**src/rtl/id_ex_stage.sv**
```systemverilog
// ID/EX pipeline register: captures decoded operands and control for EX, with a
// WB-to-ID same-cycle bypass and load-use hazard detection (bubble + upstream stall).
module id_ex_stage #(
  parameter int DATA_W = 32,
  parameter int ADDR_W = 5,
  parameter int CTRL_W = 10,
  parameter int CNT_W  = 16
) (
  input  logic              clk,
  input  logic              rst_n,
  input  logic              idValid,
  input  logic [ADDR_W-1:0] idRs,
  input  logic [ADDR_W-1:0] idRt,
  input  logic [ADDR_W-1:0] idRd,
  input  logic              idUsesRt,
  input  logic [DATA_W-1:0] readDat1,
  input  logic [DATA_W-1:0] readDat2,
  input  logic [DATA_W-1:0] idImm,
  input  logic [CTRL_W-1:0] idCtrl,
  input  logic              wbRegWrite,
  input  logic [ADDR_W-1:0] wbWriteReg,
  input  logic [DATA_W-1:0] wbWriteData,
  input  logic              flush,
  input  logic              memBusy,
  output logic              exValid,
  output logic [ADDR_W-1:0] exRs,
  output logic [ADDR_W-1:0] exRt,
  output logic [ADDR_W-1:0] exRd,
  output logic [DATA_W-1:0] exA,
  output logic [DATA_W-1:0] exB,
  output logic [DATA_W-1:0] exImm,
  output logic [CTRL_W-1:0] exCtrl,
  output logic              stall,
  output logic [CNT_W-1:0]  stallCount
);

  function automatic logic [CNT_W-1:0] satInc(input logic [CNT_W-1:0] v);
    if (&v) return v;
    return v + {{(CNT_W-1){1'b0}}, 1'b1};
  endfunction

  logic signed [DATA_W-1:0] opA_p0;
  logic signed [DATA_W-1:0] opB_p0;
  logic                     loadUse_p0;

  logic                     vld_p1;
  logic        [ADDR_W-1:0] exRs_p1;
  logic        [ADDR_W-1:0] exRt_p1;
  logic        [ADDR_W-1:0] exRd_p1;
  logic signed [DATA_W-1:0] exA_p1;
  logic signed [DATA_W-1:0] exB_p1;
  logic signed [DATA_W-1:0] exImm_p1;
  logic        [CTRL_W-1:0] exCtrl_p1;
  logic        [CNT_W-1:0]  stallCnt_p1;

  // Stage p0: decode-side bypass and hazard detection
  always_comb begin
    opA_p0 = readDat1;
    opB_p0 = readDat2;
    if (wbRegWrite && (wbWriteReg != '0) && (wbWriteReg == idRs)) opA_p0 = wbWriteData;
    if (wbRegWrite && (wbWriteReg != '0) && (wbWriteReg == idRt)) opB_p0 = wbWriteData;
  end

  assign loadUse_p0 = vld_p1 && exCtrl_p1[1] && (exRt_p1 != '0) && idValid &&
                      ((exRt_p1 == idRs) || (idUsesRt && (exRt_p1 == idRt)));
  assign stall = memBusy || (loadUse_p0 && !flush);

  // Stage p1: EX-facing register
  always_ff @(posedge clk or negedge rst_n) begin
    if (!rst_n) begin
      vld_p1      <= 1'b0;
      exRs_p1     <= '0;
      exRt_p1     <= '0;
      exRd_p1     <= '0;
      exA_p1      <= '0;
      exB_p1      <= '0;
      exImm_p1    <= '0;
      exCtrl_p1   <= '0;
      stallCnt_p1 <= '0;
    end else if (!memBusy) begin
      if (flush || loadUse_p0) begin
        vld_p1    <= 1'b0;
        exRs_p1   <= '0;
        exRt_p1   <= '0;
        exRd_p1   <= '0;
        exA_p1    <= '0;
        exB_p1    <= '0;
        exImm_p1  <= '0;
        exCtrl_p1 <= '0;
        // A squashed hazard is not a real bubble, so it is not counted
        if (!flush) stallCnt_p1 <= satInc(stallCnt_p1);
      end else begin
        vld_p1    <= idValid;
        exRs_p1   <= idRs;
        exRt_p1   <= idRt;
        exRd_p1   <= idRd;
        exA_p1    <= opA_p0;
        exB_p1    <= opB_p0;
        exImm_p1  <= idImm;
        exCtrl_p1 <= idValid ? idCtrl : '0;
      end
    end
  end

  assign exValid    = vld_p1;
  assign exRs       = exRs_p1;
  assign exRt       = exRt_p1;
  assign exRd       = exRd_p1;
  assign exA        = exA_p1;
  assign exB        = exB_p1;
  assign exImm      = exImm_p1;
  assign exCtrl     = exCtrl_p1;
  assign stallCount = stallCnt_p1;

endmodule

```
**config.mk**
```make
export PLATFORM = sky130hd
export DESIGN_NAME = id_ex_stage
export DESIGN_NICKNAME = d
export VERILOG_FILES = /design/src/rtl/id_ex_stage.sv
export SDC_FILE = /design/constraint.sdc
export NUM_CORES = 1
export LEC_CHECK = 0
export BUFFER_PORTS_ARGS = -buffer_cell sky130_fd_sc_hd__buf_2
export CAP_MARGIN = 25
export CORE_UTILIZATION = 40
export CTS_CLUSTER_DIAMETER = 200
export DETAILED_ROUTE_END_ITERATION = 8
export PLACE_DENSITY_LB_ADDON = 0.25
export RECOVER_POWER = 25
export SLEW_MARGIN = 15
export SYNTH_ARGS = -nofsm -noshare
export SYNTH_HDL_FRONTEND = slang
export SYNTH_SLANG_ARGS = --single-unit
export TNS_END_PERCENT = 10
```
**constraint.sdc**
```tcl
create_clock -name clk -period 2.5 [get_ports clk]
set_clock_uncertainty 0.15 [all_clocks]
set_input_delay 0.5 -clock clk [delete_from_list [all_inputs] [get_ports clk]]
set_output_delay 0.5 -clock clk [all_outputs]
set_load 0.005 [all_outputs]
```
==> results_dict.tcl <==
set metrics [dict create \
    status "complete, but fails checks" \
    violations "design-rule violations" \
    grt_pass1_wl_microns 28000 \
    io_buffers 303 \
    io_pins 304 \
    initial_core_util_pct 41.2 \
    worstPathRequired_ps 1850 \
    die_area_sq_mm 0.0156 \
    synth_area_sq_mm 0.00603 \
    hold_viol_final 0 \
    cts_setup_buffers 0 \
    power_density_mw_per_mm2 692 \
    die_x_microns 125 \
    final_util_pct 57.5 \
    syn-num-nets 676 \
    ff2ff_path_depth 8 \
    total_power_mw 5.82 \
    synth_edf_count 0 \
    nNetsFinal 981 \
    hold_slack_ps 150 \
    intPower_mw 4.42 \
    worst_slack_ps 109 \
    drv_cap 0 \
    dr.first_iter.drc_count 284 \
    postRouteAntennaNets 0 \
    cp_max_fo 5 \
    area_growth_pct 39.7 \
    core_area_sq_mm 0.0146 \
    stdcell_count 1015 \
    swShare_pct 24.0 \
    vias 5245 \
    crit_chain "xnor2_1 > nand3_1 > o22ai_2 > nand2_2 > o21bai_1 > buf_2" \
    drc_errors 44 \
    place_area_sq_mm 0.00778 \
    arrival_ps 1740 \
    fmax_ghz 0.418 \
    ys.flop_type "dfrtp_1" \
    drive_above_1_share_pct 43.7 \
    comb_power_share_pct 12.4 \
    first_pass_iters 7 \
    finish.instance_area_sq_mm 0.00842 \
    finalCritPeriodShare_pct 95.7 \
    whs_path_depth 2 \
    maxSlewViolCount 0 \
    worst_pin_slew_ps 1350 \
    timing.slew.headroom_pct 9.82 \
    wl_per_cell_microns 17.2 \
    routed_wl_microns 17500 \
    hold_class "primary input to flop" \
    period_minus_slack_ps 2390 \
    clk_pin_slew_ps 60 \
    grt_util_all_layers_pct 23.1 \
    avgSynthCellArea_sq_um 11.8 \
    cts_root_buf "clkbuf_16" \
    synthArstFlopShare_pct 100 \
    antenna_found_initial 3 \
    tns_ps 0 \
    seqPwrFrac_pct 42.6 \
    clock-sinks 138 \
    synth_cell_type_count 30 \
    cts_tree "yes" \
    pre_cts_slack_ps -203 \
    slowest_stage "dfrtp_1" \
    clkPwrFrac_pct 45.0 \
    switchingPower_mw 1.40 \
    peakVddDrop_mv 0.442 \
    finalSetupViolations 0 \
    dp_cells 979 \
    synthCells 510 \
    synth_warnings 0 \
    grt_pass1_vias 5444 \
    rows 44 \
    clkLatencyLatePin_ps 410 \
    dp_hpwl_microns 12500 \
    static-leakage-power_nw 4.26 \
    grt_overflow_total 0 \
    cpPeakStageDelay_ps 430 \
    startpoint_type "flop" \
    grt_max_degree 123 \
    die_h_microns 125 \
    cts_made_buffers 17 \
    ys_seq_area_share_pct 57.3 \
    cts_max_path_buffers 2 \
    end_kind "output port" \
    ys_ff_latch 138 \
    gp_congestion 0.782 \
    cts.htree.levels 4 \
    vias_per_cell 5.17 \
    crit_type "flop to output port" \
]
-- power groups by stage --
stage          Combinational (mW)  Sequential, mW  Clock, mW
3_3_place_gp                0.715            2.51          0
3_5_place_dp                0.731            2.52          0
6_report                    0.724            2.48       2.62
4_1_cts                     0.735            2.48       2.67
2_1_floorplan               0.275            2.52          0
5_1_grt                     0.798            2.50       2.77
-- cell type report --
class                   count  area, sq um
well taps                 184          230
clock buffers              22          484
repair buffers            322         1740
flip-flops and latches    138         3450
multi-input cells         335         2360
clock inverters            10          139
diodes                      3         7.51
fillers                  1214         6220
inverters                   1         3.75
-- what timing repair did --
item	in CTS	in global routing
gates resized for setup	0	3
hold buffers	1	0
endpoints found under the hold margin	48	0
endpoints found under the setup margin	0	1
-- critical path: cells and delay by family, from the launching register on --
family	cells	cell delay (ps)
compound gates	2	350
xor+xnor	1	190
buf+inv	1	130
flops	1	430
simple gates	2	220
-- cells in the final DEF, fill, tap and decap left out, types with 10 or more instances in the layout --
cell type | Yosys | final
a22o_1 | 48 | 48
buf_2 | 3 | 301
nand2_1 | 75 | 73
xnor2_1 | 29 | 29
buf_4 | 1 | 12
clkbuf_16 | 0 | 17
dfrtp_1 | 138 | 137
nand3_1 | 10 | 10
mux2i_1 | 64 | 64
a32o_1 | 10 | 10
o21ai_1 | 60 | 60
-- synth_stat cells, types with 2 or more instances --
cell	instances	area [sq um]
xnor2_1	29	254
dfrtp_1	138	3450
nand3_1	10	50.1
clkbuf_1	22	82.6
o21ai_1	60	300
buf_2	3	15.0
nor3_1	2	10.0
mux2i_1	64	641
nor4_4	2	42.5
xor2_1	6	52.6
nand2_1	75	282
nor2_1	4	15.0
a32o_1	10	100
a22o_1	48	420
o21ai_0	4	20.0
and3_1	4	25.0
buf_6	10	113
nand4_1	7	43.8
-- path summary, 6_finish.rpt --
kind	from	to	slack, ps
max	exRt[4]$_DFFE_PN0N_	stall	110
min	idImm[24]	exImm[24]$_DFFE_PN0N_	150
max reg2reg	stallCount[0]$_DFFE_PN0P_	stallCount[3]$_DFFE_PN0P_	190
min reg2reg	exA[1]$_DFFE_PN0N_	exA[1]$_DFFE_PN0N_	330
max in group asynchronous	rst_n	exRt[0]$_DFFE_PN0N_	350
min in group asynchronous	rst_n	exImm[0]$_DFFE_PN0N_	780
-- state kept, by name, summed over array words and instances, names as in the netlist --
signal      cells
exA            32
exRt            5
exCtrl         10
exB            32
exImm          32
stallCount     16
exValid         1
exRs            5
exRd            5
-- kinds of logic after synthesis --
logic type	synth area share, %
compound gates	14.5
xor+xnor	5.09
fa+ha+maj	0.208
buf+inv	3.67
flops	57.3
mux	10.8
simple gates	8.39
-- metal layers --
metal | global-route usage, % | part of all wire (%) | vias to the layer above
met5 | 0 | 0 | -
met4 | 11.5 | 3.0 | 0
met3 | 6.19 | 7.7 | 37
met2 | 38.7 | 49 | 249
met1 | 27.3 | 41 | 2516
li1 | - | - | 2443
Note: power is estimated with default switching activity, not from simulation.
